### config.mk
export PLATFORM = sky130hd
export DESIGN_NAME = vid_timing_monitor
export DESIGN_NICKNAME = d
export VERILOG_FILES = /design/src/rtl/vtm_pkg.sv /design/src/rtl/vtm_crc16.sv /design/src/rtl/vid_timing_monitor.sv
export SDC_FILE = /design/constraint.sdc
export NUM_CORES = 1
export LEC_CHECK = 0
export CORE_MARGIN = 3
export CORE_UTILIZATION = 46
export CTS_BUF_LIST = sky130_fd_sc_hd__clkbuf_16
export CTS_CLUSTER_DIAMETER = 60
export CTS_CLUSTER_SIZE = 8
export DETAILED_ROUTE_END_ITERATION = 8
export HOLD_SLACK_MARGIN = 0.12
export PLACE_DENSITY = 0.71
export SLEW_MARGIN = 20
export SYNTH_ARGS = -nofsm -noshare
export SYNTH_HDL_FRONTEND = slang
export SYNTH_SLANG_ARGS = --single-unit
### constraint.sdc
create_clock -name clk -period 2.2 [get_ports clk]
set_input_delay 0.66 -clock clk [delete_from_list [all_inputs] [get_ports clk]]
set_output_delay 0.66 -clock clk [all_outputs]
set_load 0.01 [all_outputs]
### src/rtl/vtm_pkg.sv
// Shared types and constants for the video timing monitor.
package vtm_pkg;

  typedef enum logic [0:0] {S_SYNC, S_MEAS} state_t;

  localparam logic [15:0] CRC_POLY = 16'h1021;
  localparam logic [15:0] CRC_INIT = 16'hFFFF;
  localparam int unsigned FCNT_W   = 16;

endpackage

### src/rtl/vtm_crc16.sv
// Combinational CRC-16-CCITT step over one W-bit word, MSB first.
module vtm_crc16
  import vtm_pkg::*;
#(
  parameter int unsigned W = 24
) (
  input  logic [15:0]  crc_in,
  input  logic [W-1:0] data,
  output logic [15:0]  crc_out
);

  always_comb begin
    logic [15:0] c;
    c = crc_in;
    for (int i = int'(W) - 1; i >= 0; i--) begin
      if (c[15] ^ data[i]) c = {c[14:0], 1'b0} ^ CRC_POLY;
      else                 c = {c[14:0], 1'b0};
    end
    crc_out = c;
  end

endmodule

### src/rtl/vid_timing_monitor.sv
// Measures per-frame line/frame timing of a raw hs/vs/vld stream and publishes one record per frame.
// Optional pixel CRC-16 is built only when VTM_CRC_EN is defined.
module vid_timing_monitor
  import vtm_pkg::*;
#(
  parameter int unsigned PW     = 8,
  parameter int unsigned H_BITS = 12,
  parameter int unsigned V_BITS = 12
) (
  input  logic              clk,
  input  logic              rst_n,
  input  logic              hs,
  input  logic              vs,
  input  logic              vld,
  input  logic [3*PW-1:0]   rgb,
  output logic              meas_vld,
  output logic [H_BITS-1:0] meas_h_total,
  output logic [H_BITS-1:0] meas_h_active,
  output logic [V_BITS-1:0] meas_v_total,
  output logic [V_BITS-1:0] meas_v_active,
  output logic [FCNT_W-1:0] frame_cnt,
  output logic              err_hact,
  output logic [15:0]       crc
);

  logic hs_q, vs_q, vld_q, hs_q2, vs_q2, vld_q2, hs_rise_q, vs_rise_q;
  state_t state_q, state_d;
  logic [H_BITS-1:0] h_cnt_q, h_cnt_d, h_total_q, h_total_d;
  logic [H_BITS-1:0] line_vld_q, line_vld_d, hact_q, hact_d;
  logic [V_BITS-1:0] v_cnt_q, v_cnt_d, v_act_q, v_act_d;
  logic              hact_seen_q, hact_seen_d, err_q, err_d;
  logic              meas_vld_q, meas_vld_d, meas_err_q, meas_err_d;
  logic [H_BITS-1:0] meas_ht_q, meas_ht_d, meas_ha_q, meas_ha_d;
  logic [V_BITS-1:0] meas_vt_q, meas_vt_d, meas_va_q, meas_va_d;
  logic [FCNT_W-1:0] fcnt_q, fcnt_d;

  // Rise pulses are registered so that vld_q2 lines up with them.
  always_ff @(posedge clk or negedge rst_n) begin
    if (!rst_n) begin
      {hs_q, vs_q, vld_q, hs_q2, vs_q2, vld_q2, hs_rise_q, vs_rise_q} <= '0;
    end else begin
      hs_q      <= hs;
      vs_q      <= vs;
      vld_q     <= vld;
      hs_q2     <= hs_q;
      vs_q2     <= vs_q;
      vld_q2    <= vld_q;
      hs_rise_q <= hs_q & ~hs_q2;
      vs_rise_q <= vs_q & ~vs_q2;
    end
  end

  always_comb begin
    state_d     = state_q;
    h_cnt_d     = h_cnt_q;
    h_total_d   = h_total_q;
    line_vld_d  = line_vld_q;
    hact_d      = hact_q;
    hact_seen_d = hact_seen_q;
    v_cnt_d     = v_cnt_q;
    v_act_d     = v_act_q;
    err_d       = err_q;
    meas_vld_d  = 1'b0;
    meas_ht_d   = meas_ht_q;
    meas_ha_d   = meas_ha_q;
    meas_vt_d   = meas_vt_q;
    meas_va_d   = meas_va_q;
    meas_err_d  = meas_err_q;
    fcnt_d      = fcnt_q;
    unique case (state_q)
      S_SYNC: begin
        h_cnt_d     = '0;
        h_total_d   = '0;
        line_vld_d  = '0;
        hact_d      = '0;
        hact_seen_d = 1'b0;
        v_cnt_d     = '0;
        v_act_d     = '0;
        err_d       = 1'b0;
        if (vs_rise_q) begin
          state_d = S_MEAS;
          h_cnt_d = H_BITS'(1);
        end
      end
      S_MEAS: begin
        h_cnt_d = (h_cnt_q == '1) ? h_cnt_q : h_cnt_q + H_BITS'(1);
        if (vld_q2 && line_vld_q != '1) line_vld_d = line_vld_q + H_BITS'(1);
        if (hs_rise_q) begin
          h_total_d = h_cnt_q;
          h_cnt_d   = H_BITS'(1);
          if (v_cnt_q != '1) v_cnt_d = v_cnt_q + V_BITS'(1);
          if (line_vld_q != '0) begin
            if (v_act_q != '1) v_act_d = v_act_q + V_BITS'(1);
            if (!hact_seen_q) begin
              hact_d      = line_vld_q;
              hact_seen_d = 1'b1;
            end else if (line_vld_q != hact_q) begin
              err_d = 1'b1;
            end
          end
          // A pixel coincident with hs belongs to the new line.
          line_vld_d = vld_q2 ? H_BITS'(1) : '0;
        end
        // Frame close sees the line-close results above (hs before vs).
        if (vs_rise_q) begin
          meas_vld_d  = 1'b1;
          meas_ht_d   = h_total_d;
          meas_ha_d   = hact_d;
          meas_vt_d   = v_cnt_d;
          meas_va_d   = v_act_d;
          meas_err_d  = err_d;
          fcnt_d      = fcnt_q + FCNT_W'(1);
          h_total_d   = '0;
          line_vld_d  = '0;
          hact_d      = '0;
          hact_seen_d = 1'b0;
          v_cnt_d     = '0;
          v_act_d     = '0;
          err_d       = 1'b0;
        end
      end
      default: state_d = S_SYNC;
    endcase
  end

  always_ff @(posedge clk or negedge rst_n) begin
    if (!rst_n) begin
      state_q     <= S_SYNC;
      h_cnt_q     <= '0;
      h_total_q   <= '0;
      line_vld_q  <= '0;
      hact_q      <= '0;
      hact_seen_q <= 1'b0;
      v_cnt_q     <= '0;
      v_act_q     <= '0;
      err_q       <= 1'b0;
      meas_vld_q  <= 1'b0;
      meas_ht_q   <= '0;
      meas_ha_q   <= '0;
      meas_vt_q   <= '0;
      meas_va_q   <= '0;
      meas_err_q  <= 1'b0;
      fcnt_q      <= '0;
    end else begin
      state_q     <= state_d;
      h_cnt_q     <= h_cnt_d;
      h_total_q   <= h_total_d;
      line_vld_q  <= line_vld_d;
      hact_q      <= hact_d;
      hact_seen_q <= hact_seen_d;
      v_cnt_q     <= v_cnt_d;
      v_act_q     <= v_act_d;
      err_q       <= err_d;
      meas_vld_q  <= meas_vld_d;
      meas_ht_q   <= meas_ht_d;
      meas_ha_q   <= meas_ha_d;
      meas_vt_q   <= meas_vt_d;
      meas_va_q   <= meas_va_d;
      meas_err_q  <= meas_err_d;
      fcnt_q      <= fcnt_d;
    end
  end

  assign meas_vld      = meas_vld_q;
  assign meas_h_total  = meas_ht_q;
  assign meas_h_active = meas_ha_q;
  assign meas_v_total  = meas_vt_q;
  assign meas_v_active = meas_va_q;
  assign frame_cnt     = fcnt_q;
  assign err_hact      = meas_err_q;

`ifdef VTM_CRC_EN
  logic [3*PW-1:0] rgb_q, rgb_q2;
  logic [15:0]     crc_q, crc_d, crc_out_q, crc_out_d, crc_nxt, crc_word;

  vtm_crc16 #(
    .W (3 * PW)
  ) u_crc16 (
    .crc_in  (crc_q),
    .data    (rgb_q2),
    .crc_out (crc_nxt)
  );

  always_comb begin
    crc_word  = vld_q2 ? crc_nxt : crc_q;
    crc_d     = crc_q;
    crc_out_d = crc_out_q;
    if (state_q == S_SYNC) begin
      crc_d = CRC_INIT;
    end else begin
      crc_d = crc_word;
      if (vs_rise_q) begin
        crc_out_d = crc_word;
        crc_d     = CRC_INIT;
      end
    end
  end

  always_ff @(posedge clk or negedge rst_n) begin
    if (!rst_n) begin
      rgb_q     <= '0;
      rgb_q2    <= '0;
      crc_q     <= CRC_INIT;
      crc_out_q <= '0;
    end else begin
      rgb_q     <= rgb;
      rgb_q2    <= rgb_q;
      crc_q     <= crc_d;
      crc_out_q <= crc_out_d;
    end
  end

  assign crc = crc_out_q;
`else
  logic unused_rgb;
  assign unused_rgb = ^rgb;
  assign crc        = 16'h0;
`endif

endmodule

### Yosys cells after proc, flatten, opt, wreduce, memory -nomap -nowiden

Cells that the tools add are included.

| cells by class | value |
|---|---|
| bitwise gates (word level) | 5 |
| reduce and logical (&&, ||, !) cells | 4 |
| shift operators | 0 |
| div/mod/pow operators | 0 |
| multipliers | 0 |
| equal/unequal tests | 9 |
| mux-type cells | 39 |
| magnitude comparators | 0 |
| add/sub/neg operators | 5 |

Operators by type and width:

| cell | number |
|---|---|
| 12-bit 2-to-1 mux | 18 |
| 12-bit one-hot mux with 2 select lines | 6 |
| 12-bit by 1-bit adder with 12-bit output (second input constant) | 4 |
| 12-bit inequality test (second input constant) | 3 |
| 16-bit by 1-bit adder with 16-bit output (second input constant) | 1 |
| 1-bit 2-to-1 mux | 13 |
| 12-bit equality test (second input constant) | 1 |
| 12-bit inequality test | 1 |
| 12-bit nonzero test | 1 |
| 3-bit inequality test (second input constant) | 2 |
| 4-bit by 3-bit inequality test with 1-bit output (second input constant) | 1 |
| 1-bit one-hot mux with 2 select lines | 2 |
| 2-bit AND reduction | 2 |
| 3-bit by 2-bit inequality test with 1-bit output (second input constant) | 1 |
| 1-bit inverter | 3 |
| 1-bit AND | 2 |
| 1-bit logical AND | 1 |

| storage, ports and cells | value |
|---|---|
| memory bits (read-only) | 0 |
| flip-flop bits (word level) | 149 |
| memories | 0 |
| logic and storage cells | 86 |
| memory bits (writable) | 0 |
| latch bits | 0 |

### Longest topological paths before layout

Gate-level depths: netlist (run 1).

| logic depth | value |
|---|---|
| word-level depth | 7 |
| gate-level depth with buffers | 7 |
| depth with buffers taken out | 6 |

### Worst setup path after synthesis (run 1)

No wires, ideal clock.

| timing path | value |
|---|---|
| path kind | reg2reg |
| start | register line_vld_q[10] |
| end | register meas_ha_q[4] (netlist: meas_h_active[4]) |
| setup time | 0.130 ns |
| required time | 2.070 ns |
| slack | 0.449 ns |
| cell stages (with the launch flop) | 8 |
| arrival | 1.621 ns |
| cells stage by stage | dfrtp_1 buf_6 nor4_2 a41oi_4 nand2b_4 buf_12 mux2i_1 o21ai_1 |

| on the way | value |
|---|---|
| cells in the longest elaborated chain, start to end | 3 |

RTL lines:

| element | line | RTL |
|---|---|---|
| start, declared | vid_timing_monitor.sv:29 | `logic [H_BITS-1:0] line_vld_q, line_vld_d, hact_q, hact_d;` |
| start signal, assigned | vid_timing_monitor.sv:148 | `line_vld_q <= line_vld_d;` |
| 12-bit nonzero test | vid_timing_monitor.sv:92 | `if (line_vld_q != '0) begin` |
| 12-bit 2-to-1 mux | vid_timing_monitor.sv:92 |  |
| 12-bit 2-to-1 mux | vid_timing_monitor.sv:88 | `if (hs_rise_q) begin` |
| end signal, assigned | vid_timing_monitor.sv:156 | `meas_ha_q <= meas_ha_d;` |
| end, declared | vid_timing_monitor.sv:33 | `logic [H_BITS-1:0] meas_ht_q, meas_ht_d, meas_ha_q, meas_ha_d;` |

No other way between the ends.
A chain may end at the register's enable or synchronous reset.

### Worst setup path in the final report (run 1)

| timing path | value |
|---|---|
| start | register fcnt_q[6] (netlist: frame_cnt[6]) |
| end | output frame_cnt[6] |

RTL lines:

| element | line | RTL |
|---|---|---|
| start, declared | vid_timing_monitor.sv:35 | `logic [FCNT_W-1:0] fcnt_q, fcnt_d;` |
| start signal, assigned | vid_timing_monitor.sv:160 | `fcnt_q <= fcnt_d;` |
| end, declared | vid_timing_monitor.sv:21 | `output logic [FCNT_W-1:0] frame_cnt,` |

No word-level cell between the ends.

==> results of run 1 <==
-- layout make-up --
class / instances / area [um^2] / area share, %
clock buffers: 17 / 425 / 5.26
clock inverters: 15 / 201 / 2.49
flip-flops and latches: 149 / 3730 / 46.1
inverters: 10 / 37.5 / 0.464
well taps: 180 / 225 / 2.78
multi-input cells: 448 / 2610 / 32.2
repair buffers: 87 / 867 / 10.7
-- power by group through the flow --
stage / registers (mW) / clock network, mW / logic, mW
2_1_floorplan: 3.15 / 0 / 0.374
3_3_place_gp: 3.14 / 0 / 0.723
3_5_place_dp: 3.15 / 0 / 0.747
4_1_cts: 3.11 / 3.12 / 0.755
5_1_grt: 3.13 / 3.24 / 0.826
6_report: 3.11 / 3.06 / 0.737
-- kinds of logic (layout without fill, tap and decap cells) --
logic type,after synthesis,count (layout)
compound gates,82,82
xor+xnor,52,52
fa+ha+maj,6,6
buf+inv,56,129
flops,149,149
mux,27,27
other cells,1,16
simple gates,265,265
-- metal layers --
metal | vias up | share of wire (%) | GRT usage (%)
met1 | 2342 | 46 | 24.1
met5 | - | 0 | 0
met2 | 99 | 49 | 29.3
met3 | 14 | 3.2 | 4.24
li1 | 2290 | - | -
met4 | 0 | 1.5 | 6.25
-- per-stage QoR --
step	hold slack, ps	total power, mW	setup slack, ps	utilization, %
finish	168	6.91	77.3	57.8
global route	191	7.20	23.4	57.8
CTS	183	6.98	70.6	57.8
detailed placement	351	3.90	272	53.4
global placement	353	3.86	299	53.4
floorplan	331	3.53	449	-
-- cells in the final DEF, fill, tap and decap left out, types with 5 or more instances in the layout --
cell type / netlist / routed
xnor2_1: 25 / 25
a21oi_1: 11 / 11
nor4_1: 8 / 8
nor2_1: 84 / 84
conb_1: 1 / 16
clkdlybuf4s50_1: 0 / 69
buf_4: 18 / 14
nand4_1: 16 / 16
mux2i_1: 27 / 27
ha_1: 6 / 6
and4_1: 5 / 5
o21ai_0: 37 / 37
xor2_1: 27 / 27
inv_1: 9 / 9
clkbuf_16: 0 / 17
nor3_1: 14 / 14
a31oi_1: 5 / 5
o21ai_1: 18 / 18
nand2_1: 81 / 80
dfrtp_1: 149 / 149
nand3_1: 24 / 24
-- worst max path at each step --
stage	startpoint	end	slack [ps]	cells past startpoint
floorplan	line_vld_q[10]$_DFFE_PN0P_	meas_h_active[4]$_DFFE_PN0P_	450	7
global placement	line_vld_q[6]$_DFFE_PN0P_	meas_v_active[8]$_DFFE_PN0P_	300	6
detailed placement	line_vld_q[6]$_DFFE_PN0P_	meas_v_active[2]$_DFFE_PN0P_	270	6
CTS	frame_cnt[6]$_DFFE_PN0P_	frame_cnt[6]	70	1
global route	frame_cnt[6]$_DFFE_PN0P_	frame_cnt[6]	20	1
finish	frame_cnt[6]$_DFFE_PN0P_	frame_cnt[6]	80	1
==> out/results.tsv, run 1 <==
stage	metric	value	unit
timing	Clock Skews	8.78	ps
global_routing	GRT Resource Usage Total	18.1	%
yosys	post-synthesis cell area	6630	um^2
layout	fillers	1216	
clocking	post-cts repair resize count	0	
clocking	Clock Path Buffers	2	
yosys	#FFs+latches synth	149	
pwr	switching power	1.73	mW
timing	Final Max Tran Viols	0	
clocking	post-CTS setup buffer count	0	
placement	GPL Wtd Cong	0.877	
yosys	simple-gate share of the synthesized area	18.9	%
yosys	post-synthesis mux area share	4.08	%
worst_setup_path	worst r2r dst	line_vld_q[8]$_DFFE_PN0P_	
worst_setup_path	Worst path top cell family by delay	buffers and inverters	
floorplanning	row count	43	
pwr	Sw Share	25.0	%
yosys	YS warnings	0	
global_routing	initial antenna violation count	0	
worst_setup_path	R2R depth	6	
worst_setup_path	R2R setup slack	240	ps
route	drt wl/cell	15.1	um
min_path	hold crit path type	in -> async	
yosys	synth top area cells	dfrtp_1 (56%), nor2_1 (4.8%), nand2_1 (4.6%), mux2i_1 (4.1%), xor2_1 (3.6%)	
yosys	sequential area share after synthesis	56.2	%
floorplanning	Initial Util	47.4	%
yosys	Cells after Synth	638	
placement	Port Buffers	70	
global_routing	largest net degree at the start of global routing	97	
floorplanning	Die Width	126	um
route	DR DRC count	0	
pwr	worst vdd ir	0.433	mV
clocking	clock-pin slew on the worst setup and hold paths	60	ps
worst_setup_path	CP bufs+invs	1	
yosys	Post-synth EDFFs	0	
yosys	Synth cell types	52	
worst_setup_path	Slowest-stage cell, CP	clkdlybuf4s50_1	
worst_setup_path	critical path arrival	1460	ps
floorplanning	I/O pins	111	
timing	final hold viol count	0	
route	Via density	5.24	
layout	NumNets Final	748	
global_routing	gr ovfl total	0	
pwr	clock network fraction of design power	44.4	%
placement	DP HPWL	9230	um
timing	Slew headroom	51.9	%
pwr	Power per Cell Area	854	nW/um^2
route	Initial DRC Count	290	
worst_setup_path	Worst setup EP type	output pin	
floorplanning	Die Y	126	um
clocking	CTS tree	done	
yosys	Post-synth top cells	dfrtp_1 (149), nor2_1 (84), nand2_1 (81), o21ai_0 (37)	
clocking	Root Buffer	clkbuf_16	
yosys	Synth Area in Adders	1.13	%
worst_setup_path	Critical Path RT	1540	ps
layout	share of cells above drive strength 1	8.26	%
flow_run	maxcap violations	0	
yosys	area leader, netlist	dfrtp_1	
clocking	H-tree Lvls	4	
yosys	XOR/XNOR Fraction of Synth Area	6.87	%
timing	Fin Setup TNS	0	ps
clocking	CTS buffer count	17	
floorplanning	die area	15900	um^2
timing	Fmax	471	MHz
layout	post-route insts no fill	906	
timing	final worst-path cycle share	96.5	%
timing	measured slew at the worst slew-check pin	721	ps
yosys	syn_area_per_cell	10.4	um^2
route	post-route ant nets	0	
clocking	Clock Sinks	149	
clocking	hold buffer count at CTS	0	
placement	placed cells	874	
layout	design area	8090	um^2
pwr	leakage power total	3.70	nW
global_routing	vias in the first global route	4728	
yosys	top-count cell post-synth	dfrtp_1	
layout	antenna cell count	0	
layout	area grow syn2layout	22.0	%
pwr	Power Internal	5.18	mW
yosys	Synth Flop Type	dfrtp_1	
route	drt pass-1 iters	5	
worst_setup_path	reg2reg start	line_vld_q[1]$_DFFE_PN0P_	
layout	max reg flops	16	
worst_setup_path	CP Launch Type	register	
pwr	Combinational Power Share	10.7	%
timing	RSZ-0062 raised after global routing	no	
pwr	Flop pwr share	45.0	%
yosys	asr flop ratio synth	100	%
placement	Post-DP Area	7460	um^2
run_status	status	finished, final reports clean	
floorplanning	core area	14000	um^2
timing	final setup fails	0	
worst_setup_path	WS Path Type	reg -> out	
route	Routed WL	13700	um
timing	Period minus WS final	2120	ps
worst_setup_path	CP Cell Sequence	clkdlybuf4s50_1	
yosys	compound-gate portion of the synthesized area	7.32	%
yosys	largest family of logic cells by synthesized area	simple AND/OR/NAND/NOR gates	
global_routing	first-pass GRT wire length	23400	um
worst_setup_path	Crit Path Max Fanout	6	
yosys	post-synth top area share	56.2	%
worst_setup_path	Worst path max stage delay	580	ps
clocking	worst skew pair latency	420	ps
route	total number of vias	4745	
Note: power is estimated with default switching activity, not from simulation.
==> run 2, diff against run 1 <==
Settings changed: ABC_AREA set to 1, PLACE_DENSITY 0.71 to 0.7.
Clock period 2.2 ns to 2.45 ns, I/O delays scaled along.
==> out/results.tsv, run 2 <==
stage	metric	value	unit
run_status	status	finished, final reports clean	
yosys	sequential area share after synthesis	51.0	%
yosys	area leader, netlist	dfrtp_1	
worst_setup_path	critical path arrival	1400	ps
yosys	post-synth top area share	51.0	%
yosys	syn_area_per_cell	8.14	um^2
pwr	clock network fraction of design power	38.4	%
clocking	clock-pin slew on the worst setup and hold paths	60	ps
route	drt pass-1 iters	5	
pwr	leakage power total	4.19	nW
worst_setup_path	Critical Path RT	1710	ps
layout	share of cells above drive strength 1	7.36	%
floorplanning	die area	17500	um^2
worst_setup_path	R2R setup slack	410	ps
worst_setup_path	CP Launch Type	register	
placement	Port Buffers	70	
global_routing	vias in the first global route	5571	
route	DR DRC count	0	
worst_setup_path	Crit Path Max Fanout	4	
worst_setup_path	Slowest-stage cell, CP	clkdlybuf4s50_1	
timing	Final Max Tran Viols	0	
worst_setup_path	Worst path max stage delay	570	ps
placement	GPL Wtd Cong	0.864	
floorplanning	Initial Util	47.6	%
route	met2 WL	7380	um
yosys	Post-synth EDFFs	0	
layout	antenna cell count	0	
flow_run	maxcap violations	0	
worst_setup_path	Worst path top cell family by delay	buffers and inverters	
clocking	Clock Path Buffers	2	
route	Routed WL	15600	um
global_routing	largest net degree at the start of global routing	57	
worst_setup_path	reg2reg start	line_vld_q[0]$_DFFE_PN0P_	
timing	Slew headroom	61.5	%
global_routing	GRT Resource Usage Total	18.5	%
layout	area grow syn2layout	19.6	%
yosys	asr flop ratio synth	100	%
worst_setup_path	R2R depth	11	
clocking	CTS buffer count	17	
timing	RSZ-0062 raised after global routing	no	
pwr	Flop pwr share	43.4	%
clocking	post-cts repair resize count	0	
worst_setup_path	CP Cell Sequence	clkdlybuf4s50_1	
route	drt wl/cell	13.1	um
route	Via density	4.94	
clocking	CTS tree	done	
placement	Placement Setup Slack	445	ps
timing	measured slew at the worst slew-check pin	577	ps
timing	final setup fails	0	
timing	Period minus WS final	2140	ps
yosys	YS warnings	0	
route	met3 wire length	782	um
floorplanning	row count	45	
timing	PnR worst setup slack	314	ps
timing	Clock Skews	8.85	ps
worst_setup_path	WS Path Type	reg -> out	
yosys	Post-synth top cells	nand2_1 (279), dfrtp_1 (149), nor2_1 (90), inv_1 (83), nand3_1 (66)	
clocking	hold buffer count at CTS	0	
pwr	worst vdd ir	0.493	mV
route	total number of vias	5874	
pwr	Combinational Power Share	18.2	%
timing	Fin Setup TNS	0	ps
floorplanning	core area	15400	um^2
timing	final worst-path cycle share	87.2	%
clocking	Root Buffer	clkbuf_16	
route	DR top layer	met4	
layout	NumNets Final	1000	
pwr	Sw Share	27.6	%
yosys	post-synthesis cell area	7320	um^2
yosys	top-count cell post-synth	nand2_1	
floorplanning	I/O pins	111	
layout	max reg flops	16	
yosys	Synth Flop Type	dfrtp_1	
route	M1 WL	7110	um
worst_setup_path	Worst setup EP type	output pin	
timing	Fmax	468	MHz
layout	most frequent cells in the layout	nand2_1 (279), dfrtp_1 (149), nor2_1 (90), inv_1 (84), clkdlybuf4s50_1 (69)	
floorplanning	Die Width	132	um
global_routing	gr ovfl total	0	
min_path	hold crit path type	in -> async	
clocking	H-tree Lvls	4	
route	Initial DRC Count	481	
clocking	post-CTS setup buffer count	0	
yosys	Cells after Synth	899	
worst_setup_path	worst r2r dst	meas_h_active[11]$_DFFE_PN0P_	
clocking	Clock Sinks	149	
yosys	#FFs+latches synth	149	
route	post-route ant nets	0	
global_routing	first-pass GRT wire length	26400	um
yosys	Synth cell types	41	
clocking	worst skew pair latency	430	ps
pwr	Power per Cell Area	788	nW/um^2
placement	DP HPWL	10800	um
layout	commonest non-fill, non-tap cell in the layout	nand2_1	
yosys	synth top area cells	dfrtp_1 (51%), nand2_1 (14%), nor2_1 (4.6%), nand3_1 (4.5%), inv_1 (4.3%)	
global_routing	initial antenna violation count	0	
worst_setup_path	CP bufs+invs	1	
pwr	Power Internal	4.99	mW
timing	final hold viol count	0	
pwr	switching power	1.90	mW
floorplanning	Die Y	132	um
## run 2: changes by cell type in the layout (fill, tap and decap cells not counted), sizes merged, moves of 16 or more
cell,change
inv,+73
mux2i,-26
nand2,+201
nor2,+19
o21ai,+16
nand3,+44
## run 2: worst reg2reg max path, delay by kind of cell, from the launching register on
kind,cells,cell delay (ps)
simple gates,7,990
fa+ha+maj,1,230
compound gates,1,160
flops,1,430
buf+inv,2,160
## run 2: logic make-up (layout without fill, tap and decap cells)
logic type      Yosys count  after routing  share of synthesized area, %
fa+ha+maj                 6              6                          1.03
flops                   149            149                          51.0
compound gates           94             94                          7.17
buf+inv                 132            196                          8.31
xor+xnor                 29             29                          3.47
simple gates            487            487                          28.9
mux                       1              1                         0.137
other cells               1             16                        0.0513
## run 2: final cells by class
class	instances	area, um^2
fill	1420	6620
sequential	149	3730
multi-input combinational	633	3040
timing repair buffer	78	800
clock buffer	17	425
inverter	86	325
tap	211	264
clock inverter	15	169
## run 2: metrics by stage
step | power [mW] | instance area [um^2] | util [%] | hold slack (ps) | std cells
2_1_floorplan | 3.74 | 7370 | - | 331 | 914
3_3_place_gp | 4.27 | 8150 | 53.0 | 336 | 1157
3_5_place_dp | 4.30 | 8150 | 53.0 | 335 | 1157
4_1_cts | 6.97 | 8750 | 56.9 | 244 | 1189
5_1_grt | 7.26 | 8750 | 56.9 | 258 | 1189
6_report | 6.89 | 8750 | 56.9 | 228 | 1189
## run 2: power groups by stage
| stage | logic (mW) | registers [mW] | clock network, mW |
|---|---|---|---|
| final | 1.25 | 2.99 | 2.65 |
| after global routing | 1.42 | 3.04 | 2.81 |
| after CTS | 1.27 | 2.99 | 2.70 |
| after detailed placement | 1.27 | 3.03 | 0 |
| after global placement | 1.24 | 3.03 | 0 |
| after floorplan | 0.691 | 3.05 | 0 |
## run 2: how the worst max path moves through the flow
| stage | start | endpoint | slack, ps | cells past startpoint |
|---|---|---|---|---|
| after global placement | line_vld_q[0]$_DFFE_PN0P_ | meas_h_active[11]$_DFFE_PN0P_ | 490 | 11 |
| final | frame_cnt[2]$_DFFE_PN0P_ | frame_cnt[2] | 310 | 1 |
| after floorplan | line_vld_q[0]$_DFFE_PN0P_ | meas_v_active[11]$_DFFE_PN0P_ | 880 | 12 |
| after detailed placement | line_vld_q[0]$_DFFE_PN0P_ | meas_h_active[11]$_DFFE_PN0P_ | 450 | 11 |
| after CTS | frame_cnt[3]$_DFFE_PN0P_ | frame_cnt[3] | 290 | 1 |
| after global routing | frame_cnt[11]$_DFFE_PN0P_ | frame_cnt[11] | 250 | 1 |
## run 2: layer usage
layer,up-vias,track usage (%)
met2,119,30.1
met4,0,5.95
met1,2780,24.2
met5,-,0
li1,2952,-
met3,23,4.77
==> run 3, diff against run 2 <==
Settings changed: PLACE_DENSITY 0.7 to 0.72.
Clock period 2.45 ns to 1.72 ns, I/O delays scaled along.
==> out/results.tsv, run 3 (synthesis gave the netlist of run 2 again) <==
stage	metric	value	unit
route	DR DRC count	0	
clocking	Clock Path Buffers	2	
timing	PnR worst setup slack	65.0	ps
worst_setup_path	Critical Path RT	1200	ps
worst_setup_path	Worst path top cell family by delay	flip-flops	
placement	Post-DP Area	8400	um^2
worst_setup_path	Worst setup EP type	output pin	
flow_run	maxcap violations	0	
worst_setup_path	WS Path Type	reg -> out	
min_path	Hold Path Stages	0	
pwr	Tot Pwr	9.53	mW
pwr	leakage power total	4.66	nW
worst_setup_path	Crit Path Max Fanout	4	
floorplanning	die area	17500	um^2
worst_setup_path	R2R depth	10	
layout	most frequent cells in the layout	nand2_1 (270), dfrtp_1 (146), nor2_1 (85), inv_1 (81), dlygate4sd2_1 (66)	
timing	Slew headroom	65.2	%
run_status	status	finished, final reports clean	
global_routing	initial antenna violation count	0	
route	Via density	4.93	
clocking	H-tree Lvls	4	
timing	RSZ-0062 raised after global routing	yes	
pwr	Flop pwr share	44.7	%
route	total number of vias	6045	
pwr	clock network fraction of design power	36.2	%
layout	fillers	1384	
layout	max reg flops	16	
worst_setup_path	reg2reg start	line_vld_q[0]$_DFFE_PN0P_	
timing	Period minus WS final	1660	ps
worst_setup_path	CP Cell Sequence	dlygate4sd2_1	
worst_setup_path	CP bufs+invs	1	
timing	Final Max Tran Viols	0	
route	Routed WL	16500	um
route	Initial DRC Count	580	
layout	area grow syn2layout	24.5	%
floorplanning	row count	45	
global_routing	GRT Resource Usage Total	19.4	%
route	drt wl/cell	13.5	um
min_path	HP Start	vld_q$_DFF_PN0_	
pwr	Power Internal	6.77	mW
placement	Port Buffers	70	
floorplanning	core area	15400	um^2
floorplanning	Die Y	132	um
layout	NumNets Final	1038	
worst_setup_path	worst r2r dst	err_hact$_DFFE_PN0P_	
timing	Clock Skews	8.95	ps
timing	final hold viol count	0	
pwr	worst vdd ir	0.767	mV
floorplanning	Die Width	132	um
clocking	CTS tree	done	
clocking	CTS buffer count	17	
worst_setup_path	Slowest-stage cell, CP	dfrtp_1	
layout	antenna cell count	0	
placement	Placement Setup Slack	-73.6	ps
worst_setup_path	CP Launch Type	register	
clocking	Clock Sinks	149	
clocking	Root Buffer	clkbuf_16	
clocking	clock-pin slew on the worst setup and hold paths	50	ps
global_routing	largest net degree at the start of global routing	63	
global_routing	first-pass GRT wire length	27700	um
worst_setup_path	Worst path max stage delay	420	ps
clocking	worst skew pair latency	420	ps
layout	design area	9110	um^2
pwr	Power per Cell Area	1050	nW/um^2
global_routing	vias in the first global route	5783	
worst_setup_path	critical path arrival	1140	ps
pwr	Combinational Power Share	19.1	%
timing	worst hold slack	349	ps
route	post-route ant nets	0	
layout	share of cells above drive strength 1	14.0	%
pwr	Sw Share	29.0	%
timing	final setup fails	0	
placement	GPL Wtd Cong	0.884	
min_path	hold worst-path end	vld_q2$_DFF_PN0_	
min_path	hold crit path type	reg -> reg	
placement	DP HPWL	11400	um
timing	measured slew at the worst slew-check pin	517	ps
timing	Fmax	604	MHz
worst_setup_path	R2R setup slack	80	ps
pwr	switching power	2.76	mW
route	drt pass-1 iters	5	
layout	commonest non-fill, non-tap cell in the layout	nand2_1	
floorplanning	I/O pins	111	
global_routing	gr ovfl total	0	
timing	final worst-path cycle share	96.2	%
floorplanning	Initial Util	47.6	%
## run 3: cell types whose count changed in the layout (fill, tap and decap cells not counted), moves of 4 or more
cell,change
nor2_1,-5
ha_1,-4
nand2_1,-9
nand2_2,+6
dlygate4sd2_1,+66
nor2_4,+5
clkinv_1,-4
buf_4,+31
nand3_2,+6
nand3_1,-6
clkdlybuf4s50_1,-66
## run 3: worst max-delay path by stage
stage,cells past startpoint,slack [ps],from,to
2_1_floorplan,12,150,line_vld_q[0]$_DFFE_PN0P_,meas_v_active[11]$_DFFE_PN0P_
3_3_place_gp,10,-50,line_vld_q[0]$_DFFE_PN0P_,meas_h_active[11]$_DFFE_PN0P_
3_5_place_dp,10,-70,line_vld_q[0]$_DFFE_PN0P_,meas_h_active[0]$_DFFE_PN0P_
4_1_cts,9,0.9,line_vld_q[1]$_DFFE_PN0P_,line_vld_q[0]$_DFFE_PN0P_
5_1_grt,9,-20,hs_rise_q$_DFF_PN0_,meas_v_active[9]$_DFFE_PN0P_
6_report,1,60,frame_cnt[4]$_DFFE_PN0P_,frame_cnt[4]
## run 3: worst reg2reg max path: cells and delay by family, from the launching register on
kind / cells / cell delay (ps)
xor gates and xnor gates: 1 / 210
buffers and inverters: 2 / 290
and+or+nand+nor: 7 / 650
DFF: 1 / 390
## run 3: power by group through the flow
stage          registers (mW)  clock network (mW)  logic, mW
3_5_place_dp             4.31                   0       1.93
3_3_place_gp             4.30                   0       1.88
6_report                 4.26                3.45       1.82
5_1_grt                  4.32                3.71       2.07
4_1_cts                  4.25                3.54       1.79
2_1_floorplan            4.35                   0      0.985
## run 3: cell type report
cell class	instances	area (um^2)	share of cell area, %
sequential	149	3730	41.0
multi-input combinational	634	3210	35.2
inverter	86	325	3.57
tap	211	264	2.90
clock buffer	17	425	4.67
timing repair buffer	115	1030	11.3
clock inverter	13	119	1.30
## run 3: metrics by stage
stage	instances	TNS, ps	util [%]
after floorplan	914	0	-
final	1225	0	59.3
after CTS	1222	0	58.0
after detailed placement	1187	-634	54.7
after global placement	1187	-166	54.7
after global routing	1225	-48.7	59.3
## run 3: timing repair
| item | CTS | global route |
|---|---|---|
| pin swaps | 0 | 6 |
| hold endpoints to repair | 30 | 0 |
| setup buffers | 4 | 2 |
| resized for setup | 68 | 45 |
| endpoints found under the setup margin | 90 | 68 |
| hold buffers | 1 | 0 |
| gates cloned | 0 | 1 |
## run 3: routing by layer
metal / up-vias / GRT usage, % / wire length, um
li1: 3024 / - / -
met1: 2860 / 25.8 / 7500
met2: 144 / 31.2 / 8140
met3: 17 / 5.04 / 668
met4: 0 / 6.24 / 180
met5: - / 0 / 0
